File: config.mk
export PLATFORM = sky130hd
export DESIGN_NAME = regfile_dump_reader_flat
export DESIGN_NICKNAME = d
export VERILOG_FILES = /design/src/rtl/regfile_dump_reader_pkg.sv /design/src/rtl/regfile_dump_reader_if.sv /design/src/rtl/regfile_dump_reader.sv /design/src/flat_wrapper.sv
export SDC_FILE = /design/constraint.sdc
export NUM_CORES = 1
export LEC_CHECK = 0
export ABC_AREA = 1
export BUFFER_PORTS_ARGS = -buffer_cell sky130_fd_sc_hd__buf_2
export CAP_MARGIN = 20
export CORE_MARGIN = 2
export CORE_UTILIZATION = 44
export DETAILED_ROUTE_END_ITERATION = 10
export HOLD_SLACK_MARGIN = 0.06
export PLACE_DENSITY = 0.73
export SYNTH_ARGS = -nofsm -noshare
export SYNTH_HDL_FRONTEND = slang
export SYNTH_SLANG_ARGS = --single-unit
export TNS_END_PERCENT = 20
File: constraint.sdc
create_clock -name clk -period 1.5 [get_ports clk]
set_input_delay 0.15 -clock clk [delete_from_list [all_inputs] [get_ports clk]]
set_output_delay 0.15 -clock clk [all_outputs]
set_load 0.005 [all_outputs]
File: src/rtl/regfile_dump_reader_pkg.sv
// Shared widths and FSM encoding for the register-bank dump reader,
// so the datapath and benches agree on sizes.
package regfile_dump_pkg;

    localparam int DUMP_DATA_W   = 32;
    localparam int DUMP_ADDR_W   = 5;
    localparam int DUMP_NUM_REGS = 32;

    typedef enum logic [1:0] {
        S_IDLE = 2'd0,
        S_READ = 2'd1,
        S_SEND = 2'd2,
        S_DONE = 2'd3
    } dump_state_t;

endpackage

File: src/rtl/regfile_dump_reader_if.sv
// (index, value) valid/ready stream leaving the dump reader.
// master drives the word, slave returns ready.
interface regfile_dump_reader_if #(
    parameter int DATA_W = regfile_dump_pkg::DUMP_DATA_W,
    parameter int ADDR_W = regfile_dump_pkg::DUMP_ADDR_W
);
    logic              out_valid;
    logic              out_ready;
    logic [ADDR_W-1:0] out_addr;
    logic [DATA_W-1:0] out_data;

    modport master (output out_valid, output out_addr, output out_data, input  out_ready);
    modport slave  (input  out_valid, input  out_addr, input  out_data, output out_ready);
endinterface

File: src/rtl/regfile_dump_reader.sv
// Walks every register-bank entry through a spare read port and streams (index, value).
// Latency: 2 cycles per word minimum; out_ready low holds SEND with the word frozen.
module regfile_dump_reader
    import regfile_dump_pkg::*;
#(
    parameter int DATA_W   = DUMP_DATA_W,
    parameter int ADDR_W   = DUMP_ADDR_W,
    parameter int NUM_REGS = DUMP_NUM_REGS
) (
    input  logic                  clk,
    input  logic                  reset,
    input  logic                  start,
    input  logic                  abort,
    output logic [ADDR_W-1:0]     rd_addr,
    input  logic [DATA_W-1:0]     rd_data,
    regfile_dump_reader_if.master stream,
    output logic                  busy,
    output logic                  done,
    output logic [ADDR_W:0]       zero_cnt
);

    localparam logic [ADDR_W-1:0] LAST_IDX = ADDR_W'(NUM_REGS - 1);

    dump_state_t       state;
    dump_state_t       state_nxt;
    logic [ADDR_W-1:0] idx;
    logic [ADDR_W-1:0] out_addr_q;
    logic [DATA_W-1:0] out_data_q;
    logic              valid_c;
    logic              launch;
    logic              capture;
    logic              accept;
    logic              last_word;

    // abort overrides every transition, including a start in the same cycle
    assign launch    = (state == S_IDLE) && start && !abort;
    assign capture   = (state == S_READ) && !abort;
    assign accept    = (state == S_SEND) && stream.out_ready && !abort;
    assign last_word = (idx == LAST_IDX);

    always_ff @(posedge clk or posedge reset) begin
        if (reset) begin
            state <= S_IDLE;
        end else begin
            state <= state_nxt;
        end
    end

    always_comb begin
        state_nxt = state;
        valid_c   = 1'b0;
        busy      = 1'b1;
        done      = 1'b0;
        unique case (state)
            S_IDLE: begin
                busy = 1'b0;
                if (start) state_nxt = S_READ;
            end
            S_READ: begin
                state_nxt = S_SEND;
            end
            S_SEND: begin
                valid_c = 1'b1;
                if (stream.out_ready) state_nxt = last_word ? S_DONE : S_READ;
            end
            S_DONE: begin
                done      = 1'b1;
                state_nxt = S_IDLE;
            end
            default: state_nxt = S_IDLE;
        endcase
        if (abort) state_nxt = S_IDLE;
    end

    always_ff @(posedge clk or posedge reset) begin
        if (reset) begin
            idx <= '0;
        end else if (launch) begin
            idx <= '0;
        end else if (accept && !last_word) begin
            idx <= idx + 1'b1;
        end
    end

    // partial count survives abort so a debug capture can still read it
    always_ff @(posedge clk or posedge reset) begin
        if (reset) begin
            zero_cnt <= '0;
        end else if (launch) begin
            zero_cnt <= '0;
        end else if (capture && (rd_data == '0)) begin
            zero_cnt <= zero_cnt + 1'b1;
        end
    end

    always_ff @(posedge clk or posedge reset) begin
        if (reset) begin
            out_addr_q <= '0;
            out_data_q <= '0;
        end else if (capture) begin
            out_addr_q <= idx;
            out_data_q <= rd_data;
        end
    end

    assign rd_addr         = idx;
    assign stream.out_valid = valid_c;
    assign stream.out_addr  = out_addr_q;
    assign stream.out_data  = out_data_q;

endmodule

File: src/flat_wrapper.sv
// flat-port wrapper written by rule: the top's interface ports become plain ports
module regfile_dump_reader_flat import regfile_dump_pkg::*;
#(
    parameter int DATA_W   = DUMP_DATA_W,
    parameter int ADDR_W   = DUMP_ADDR_W,
    parameter int NUM_REGS = DUMP_NUM_REGS
)
  (clk, reset, start, abort, rd_addr, rd_data, busy, done, zero_cnt, stream_out_valid, stream_out_addr, stream_out_data, stream_out_ready);
  regfile_dump_reader_if #(.DATA_W(DATA_W), .ADDR_W(ADDR_W)) stream_i ();
  input  logic clk;
  input  logic reset;
  input  logic start;
  input  logic abort;
  output logic [ADDR_W-1:0] rd_addr;
  input  logic [DATA_W-1:0] rd_data;
  output logic busy;
  output logic done;
  output logic [ADDR_W:0] zero_cnt;
  output wire logic [$bits(stream_i.out_valid)-1:0] stream_out_valid;
  output wire logic [$bits(stream_i.out_addr)-1:0] stream_out_addr;
  output wire logic [$bits(stream_i.out_data)-1:0] stream_out_data;
  input wire logic [$bits(stream_i.out_ready)-1:0] stream_out_ready;
  assign stream_out_valid = stream_i.out_valid;
  assign stream_out_addr = stream_i.out_addr;
  assign stream_out_data = stream_i.out_data;
  assign stream_i.out_ready = stream_out_ready;
  regfile_dump_reader #(.DATA_W(DATA_W), .ADDR_W(ADDR_W), .NUM_REGS(NUM_REGS)) u_core (.clk(clk), .reset(reset), .start(start), .abort(abort), .rd_addr(rd_addr), .rd_data(rd_data), .stream(stream_i), .busy(busy), .done(done), .zero_cnt(zero_cnt));
endmodule
## After elaboration in Yosys (flattened, before gate mapping)

Index checks and enable logic that the tools add are counted.

- Register bits: 50
- Bits in latches: 0
- RAM bits: 0
- Bits in read-only memories: 0
- Bits of input ports: 37
- Output and inout bits: 51
- Logic and storage cells: 39
- Memories kept: 0

- Add/sub/neg operators: 2
- Multipliers: 0
- Divide/modulo/power cells: 0
- Order comparisons: 0
- Eq/ne operators: 6
- Shifts and indexed selects: 0
- Multiplexer cells: 12
- Bitwise gates (word level): 0
- Reductions and logical operators: 14

Operators with widths:

| operator | number |
|---|---|
| logical NOT 32 bit | 1 |
| 2-to-1 mux 6 bit | 2 |
| 2-to-1 mux 5 bit | 2 |
| 2-to-1 mux 2 bit | 4 |
| one-hot mux 2 bit (4 select lines) | 1 |
| logical AND 1 bit | 7 |
| adder 6 x 1 -> 6 bit (second input constant) | 1 |
| != test 3 bit (second input constant) | 2 |
| adder 5 x 1 -> 5 bit (second input constant) | 1 |
| equality test 5 bit (second input constant) | 1 |
| equality test 2 bit (second input constant) | 2 |
| nonzero test 2 bit | 2 |
| 2-to-1 mux 1 bit | 3 |
| equality test 2 x 1 -> 1 bit (second input constant) | 1 |
| logical NOT 1 bit | 2 |
| logical NOT 2 bit | 1 |
| AND reduction 2 bit | 1 |

## Logic depth before layout (Yosys ltp)

Gate-level depths: netlist (run 1).

- Depth in word-level cells: 6
- Mapped depth: 8

## Worst setup path before layout (run 1)

Ideal clock, no wire load.

- Kind: reg-to-reg
- From: register u_core.idx[0] (netlist: u_core.rd_addr[0])
- To: register u_core.idx[2] (netlist: u_core.rd_addr[2])
- Setup time: 0.119 ns
- Arrival time: 1.320 ns
- Data required time: 1.381 ns
- Slack: 0.062 ns
- Stages on the path, launching flop included: 9
- Path buffers: 0
- Period minus slack after synthesis: 1.438 ns
- Cell sequence: dfrtp_1 -> ha_1 -> nand2_1 -> nor2_1 -> ha_1 -> nor2_4 -> inv_1 -> o21ai_1 -> nor2_1

- Word-level cells in the longest chain between the ends: 4
- Elaborated cells on any way between the ends: 7
- Classes of those cells: add/sub: 1; eq/ne: 1; mux: 2; reduce/logical: 3

RTL lines:

| item | RTL line | source |
|---|---|---|
| start: declaration | regfile_dump_reader.sv:26 | `logic [ADDR_W-1:0] idx;` |
| start signal: assignment | regfile_dump_reader.sv:81 | `idx <= idx + 1'b1;` |
| parallel branches: the longest is 4 deep, another holds adder 5 x 1 -> 5 bit | n/a |  |

Parallel ways; which one is timed is not known. The select of a mux whose other input is x is not followed.
A chain may end at the register's enable or synchronous reset.

## Worst setup path in the final report (run 1)

- From: register u_core.idx[0] (netlist: u_core.rd_addr[0])
- To: register u_core.idx[0] (netlist: u_core.rd_addr[0])

Same word-level chain as after synthesis.

==> results of run 1 <==
[per-stage QoR]
step,setup TNS [ns],total power (W),area [sq um],instances
after global placement,0,0.00247,2770,425
after detailed placement,-0.0256,0.00249,2770,425
after global routing,-0.00834,0.00348,2910,437
after floorplan,0,0.00209,2240,273
after CTS,0,0.00328,2890,436
final,0,0.00324,2910,437
[worst max-delay path: cells and delay by family, from the launching register on]
| kind | cells | cell delay (ns) |
|---|---|---|
| adders and majority gates | 2 | 0.41 |
| DFF | 1 | 0.40 |
| AOI/OAI and AO/OA | 1 | 0.09 |
| and+or+nand+nor | 4 | 0.33 |
| buffers and inverters | 1 | 0.07 |
[timing repair]
| item | 4_1_cts | 5_1_grt |
|---|---|---|
| hold endpoints to repair | 50 | 0 |
| setup endpoints to repair | 5 | 19 |
| setup buffers | 2 | 1 |
| cloned | 0 | 0 |
| hold buffers | 1 | 0 |
| gates resized for setup | 0 | 7 |
| pin swaps | 1 | 0 |
[cell families after synthesis]
| logic type | count (synthesis) | share of synthesized area, % |
|---|---|---|
| AO/OA/AOI/OAI | 11 | 2.45 |
| flip-flops | 50 | 55.8 |
| AND/OR/NAND/NOR | 184 | 34.4 |
| buffers and inverters | 22 | 4.57 |
| XOR/XNOR | 3 | 1.17 |
| adder cells (fa/ha/maj) | 3 | 1.67 |
[metal layers]
layer  part of all wire [%]  global-route usage [%]  routed length [um]  vias up
met5                      0                       0                   0        -
met4                    1.0                    4.68                  52        0
met3                    4.9                    3.31                 252        6
met2                     50                    32.9                2560       57
met1                     44                    23.0                2250      946
li1                       -                       -                   -     1036
[worst paths after layout]
kind,from,end,cells after the start
setup / recovery,u_core.rd_addr[0],u_core.rd_addr[0],8
hold / removal,rd_data[1],u_core.stream.out_data[1],3
setup reg to reg,u_core.rd_addr[0],u_core.rd_addr[0],8
hold reg to reg,u_core.stream.out_data[24],u_core.stream.out_data[24],2
max in group asynchronous,reset,u_core.stream.out_data[6],4
min in group asynchronous,reset,u_core.stream.out_data[28],4
[synthesized netlist by cell type]
cell type	count
nand2_1	132
dfrtp_1	50
nor2_1	27
inv_1	11
nand3_1	9
nand4_1	8
buf_2	7
o21ai_0	5
o21ai_1	5
ha_1	3
inv_2	2
nand2_2	2
nand3_2	2
nor2_4	2
xnor2_1	2
a21oi_1	1
buf_4	1
buf_6	1
nand3b_1	1
nor3_4	1
xor2_1	1
[state kept, by name, indices dropped and copies added (netlist names)]
register and count:
u_core.rd_addr 5, u_core.state 2, u_core.stream.out_data 32, u_core.zero_cnt 6, u_core.stream.out_addr 5
[power breakdown]
group | switching (W) | leakage (nW) | internal, W
sequential | 0.000135 | 0.648 | 0.00161
clock | 0.000403 | 0.0482 | 0.000373
combinational | 0.000380 | 0.977 | 0.000344
total | 0.000918 | 1.67 | 0.00233
[area by class of cell]
type                    instances  area, sq um
fillers                       462         1900
flip-flops and latches         50         1250
multi-input cells             201          902
repair buffers                 98          533
clock buffers                   7         86.3
well taps                      67         83.8
inverters                      13         51.3
clock inverters                 1         5.00
==> results.toml, run 1 <==
[worst_setup_path]
cp.required_ns = 1.67
endpoint_kind = "flip-flop"
start_kind = "flip-flop"
path_class = "reg -> reg"
worstPathCellList = "ha_1, nand2_1, nor2_1, ha_2, nor2_4, inv_1, nand2_2, o21ai_0"
slowest_delay_ns = 0.40
path_max_fanout = 4
cp.arrival_ns = 1.59
crit_slowest_cell = "dfrtp_1"
regToRegSetupSlack_ns = 0.08

[pwr]
p_leak_nw = 1.67
vdd_drop_max_uv = 512
p_per_area_nw_per_um2 = 1110

[finish]
post-route-util_pct = 60.5
syn2layout_area_growth_pct = 29.8
final_common_cell = "nand2_1"
final_layout_size_suffix_gt1_share_pct = 31.4
diodes = 0
layout_common_cells = "132 x nand2_1, 87 x buf_2, 50 x dfrtp_1, 26 x nor2_1, 10 x inv_1"
nNetsFinal = 409

[outcome]
status = "complete, no violations"

[route]
num_vias = 2045
post_drt_wl_per_cell_um = 11.7
via_per_inst = 4.68
drt_iter0_drc = 110
drc = 0
ant_nets = 0
drt_wl_total_mm = 5.11
drt-pass1-iter-count = 4

[global_route]
grt_pass1_wl_mm = 8.18
grtUsageTotal_pct = 18.4
grt_pass1_vias = 1908
antenna_found_initial = 0
grt_max_degree = 51
gr-total-overflow = 0

[synth]
syn-cell-area_sq_um = 2240
synth_cell_types = 21
seq_area_frac_synth_pct = 55.8
yosys.area.top_type = "dfrtp_1"
synth_top_area_share_pct = 55.8
synth_area_leaders = "dfrtp_1 56%, nand2_1 22%, nor2_1 4.5%"
netlist_instances = 273
yosysWarningCount = 0
syn_nets = 313
ys_ff_latch = 50
syn-mean-instance-area_sq_um = 8.22

[floorplanning]
fp.coreArea_sq_um = 4820
die_h_um = 75.4
initial_core_util_pct = 46.6
rows = 25
ios = 88
fp.dieW_um = 75.4
fp.dieArea_sq_um = 5690

[clock_tree]
cts.sinks = 50
worstSkewPairLatency_ns = 0.28
htree_num_levels = 2
clkTransAtPathRegs_ns = 0.08
cts_buffers = 5
cts_buffer_depth = 2
tritoncts = "yes"
root_buffer = "clkbuf_8"

[sta]
worst_clock_skew_ns = 0.00427
min_period_ns = 1.42
fmax_mhz = 705
final.period_utilization_pct = 94.5
layout_setup_ws_ns = 0.0822
hold_viol = 0
relSlewSlack_pct = 73.0
rsz0062_at_grt = "true"
setup_viol = 0
slew_violations = 0
worst_pin_slew_ns = 0.405
whs_ns = 0.0766

[placement]
io_buffers = 87
post-dp-hpwl_mm = 3.74
pre_cts_slack_ns = -0.0139
routabilityCongestion = 0.868

[flow_run]
max-cap-violations = 0

[worst_hold_path]
hold_path_class = "in -> reg"
Power figures use the tool's default switching activity.
==> run 2, diff against run 1 <==
--- a/config.mk
+++ b/config.mk
@@ -9,10 +9,10 @@
 export BUFFER_PORTS_ARGS = -buffer_cell sky130_fd_sc_hd__buf_2
 export CAP_MARGIN = 20
 export CORE_MARGIN = 2
-export CORE_UTILIZATION = 44
+export CORE_UTILIZATION = 43
 export DETAILED_ROUTE_END_ITERATION = 10
 export HOLD_SLACK_MARGIN = 0.06
-export PLACE_DENSITY = 0.73
+export PLACE_DENSITY = 0.75
 export SYNTH_ARGS = -nofsm -noshare
 export SYNTH_HDL_FRONTEND = slang
 export SYNTH_SLANG_ARGS = --single-unit
==> constraint.sdc (replaced) <==
create_clock -name clk -period 1.3 [get_ports clk]
set_input_delay 0.13 -clock clk [delete_from_list [all_inputs] [get_ports clk]]
set_output_delay 0.13 -clock clk [all_outputs]
set_load 0.005 [all_outputs]
==> run 2 against run 1 <==
Against the previous run: the flow now finishes with violations (setup timing); final area grew 19%; sequential power grew 17%; clock power grew 39%; die area grew 2.2%; global-route usage grew 3.3 points; hold slack lost 0.0067 ns.
==> results.toml, run 2 (same netlist as run 1, synthesis figures left out) <==
[clock_tree]
htree_num_levels = 2
root_buffer = "clkbuf_8"
cts_buffers = 5
worstSkewPairLatency_ns = 0.30
cts_buffer_depth = 2
clkTransAtPathRegs_ns = 0.09
tritoncts = "yes"
cts.sinks = 50

[finish]
diodes = 0
layout_common_cells = "130 x nand2_1, 76 x buf_2, 49 x dfrtp_1, 21 x dlygate4sd3_1, 20 x nor2_1"
post-route-util_pct = 68.3
syn2layout_area_growth_pct = 54.5
final_layout_size_suffix_gt1_share_pct = 33.9
nNetsFinal = 440
largest_reg_flops = 32
final_common_cell = "nand2_1"

[floorplanning]
fp.coreArea_sq_um = 5070
die_h_um = 76.2
fp.dieW_um = 76.2
initial_core_util_pct = 44.2
fp.dieArea_sq_um = 5810
rows = 26
ios = 88

[global_route]
grt_pass1_vias = 2266
grt_max_degree = 44
antenna_found_initial = 0
grt_pass1_wl_mm = 10.2
grtUsageTotal_pct = 21.6
gr-total-overflow = 0

[pwr]
p_leak_nw = 1.96
p_per_area_nw_per_um2 = 1180
vdd_drop_max_uv = 586

[sta]
rsz0062_at_grt = "true"
slew_violations = 0
fmax_mhz = 723
hold_viol = 0
worst_clock_skew_ns = 0.00558
layout_setup_ws_ns = -0.0829
min_period_ns = 1.38
relSlewSlack_pct = 83.5
worst_pin_slew_ns = 0.246
final.period_utilization_pct = 106
setup_viol = 5

[route]
via_per_inst = 4.82
ant_nets = 0
num_vias = 2269
post_drt_wl_per_cell_um = 13.2
drt_iter0_drc = 132
drc = 0
drt-pass1-iter-count = 4
drt_wl_total_mm = 6.21

[worst_setup_path]
cp.required_ns = 1.50
path_class = "reg -> reg"
cp.arrival_ns = 1.58
endpoint_kind = "flip-flop"
start_kind = "flip-flop"
path_max_fanout = 5

[flow_run]
max-cap-violations = 0

[placement]
io_buffers = 87
routabilityCongestion = 0.815
pre_cts_slack_ns = -0.0956
post-dp-hpwl_mm = 3.86

[outcome]
violations = "setup timing"
status = "finished with violations"

[worst_hold_path]
hold_path_class = "in -> reg"
-- run 2: report_power, final --
part	total [W]	switching, W	leakage, nW	internal [W]
Sequential	0.00203	0.000169	0.647	0.00186
Clock	0.00108	0.000511	0.0579	0.000567
Combinational	0.000976	0.000487	1.25	0.000489
Total	0.00408	0.00117	1.96	0.00291
-- run 2: cell type report --
| type | count | area, sq um |
|---|---|---|
| Timing Repair Buffer | 129 | 963 |
| Clock inverter | 3 | 40.0 |
| Multi-Input combinational cell | 201 | 998 |
| Fill cell | 447 | 1610 |
| Tap cell | 70 | 87.6 |
| Inverter | 13 | 55.1 |
| Sequential cell | 50 | 1250 |
| Clock buffer | 5 | 68.8 |
-- run 2: through the flow --
step | cell area [sq um] | cells | TNS, ns | power, W | hold slack (ns)
2_1_floorplan | 2250 | 273 | -0.120 | 0.00242 | 0.172
3_3_place_gp | 2840 | 434 | -0.0491 | 0.00286 | 0.0595
3_5_place_dp | 2840 | 434 | -0.651 | 0.00290 | 0.0625
4_1_cts | 3300 | 475 | -0.440 | 0.00406 | 0.0604
5_1_grt | 3470 | 471 | -0.959 | 0.00436 | 0.0888
6_report | 3470 | 471 | -0.369 | 0.00408 | 0.0699
-- run 2: final timing paths --
path	start	end	slack (ns)	depth (start not counted)
max	u_core.rd_addr[1]	u_core.rd_addr[2]	-0.08	8
min	rd_data[12]	u_core.stream.out_data[12]	0.07	3
max reg2reg	u_core.rd_addr[1]	u_core.rd_addr[2]	-0.08	8
min reg2reg	u_core.stream.out_data[10]	u_core.stream.out_data[10]	0.47	2
max in group asynchronous	reset	u_core.state[0]	0.53	4
min in group asynchronous	reset	u_core.stream.out_addr[3]	0.29	3
-- run 2: repair_timing --
item | 4_1_cts | 5_1_grt
hold endpoints to repair | 81 | 0
cloned | 0 | 1
setup endpoints to repair | 13 | 37
resized for setup | 7 | 39
pin swaps | 5 | 19
setup buffers | 1 | 6
hold buffers | 32 | 0
-- run 2: critical path: stages, from the launching register on --
cell	delay [ns]
dfrtp_1	0.40
ha_2	0.21
nand2_4	0.07
nor2_4	0.04
ha_4	0.16
nor2_4	0.15
inv_2	0.08
o21ai_2	0.11
nor2_1	0.05
-- run 2: per-layer routing --
layer / GRT usage (%) / up-vias / part of all wire, %
li1: - / 1101 / -
met1: 25.7 / 1073 / 42
met2: 38.9 / 83 / 51
met3: 4.15 / 12 / 5.1
met4: 7.64 / 0 / 2.0
met5: 0 / - / 0
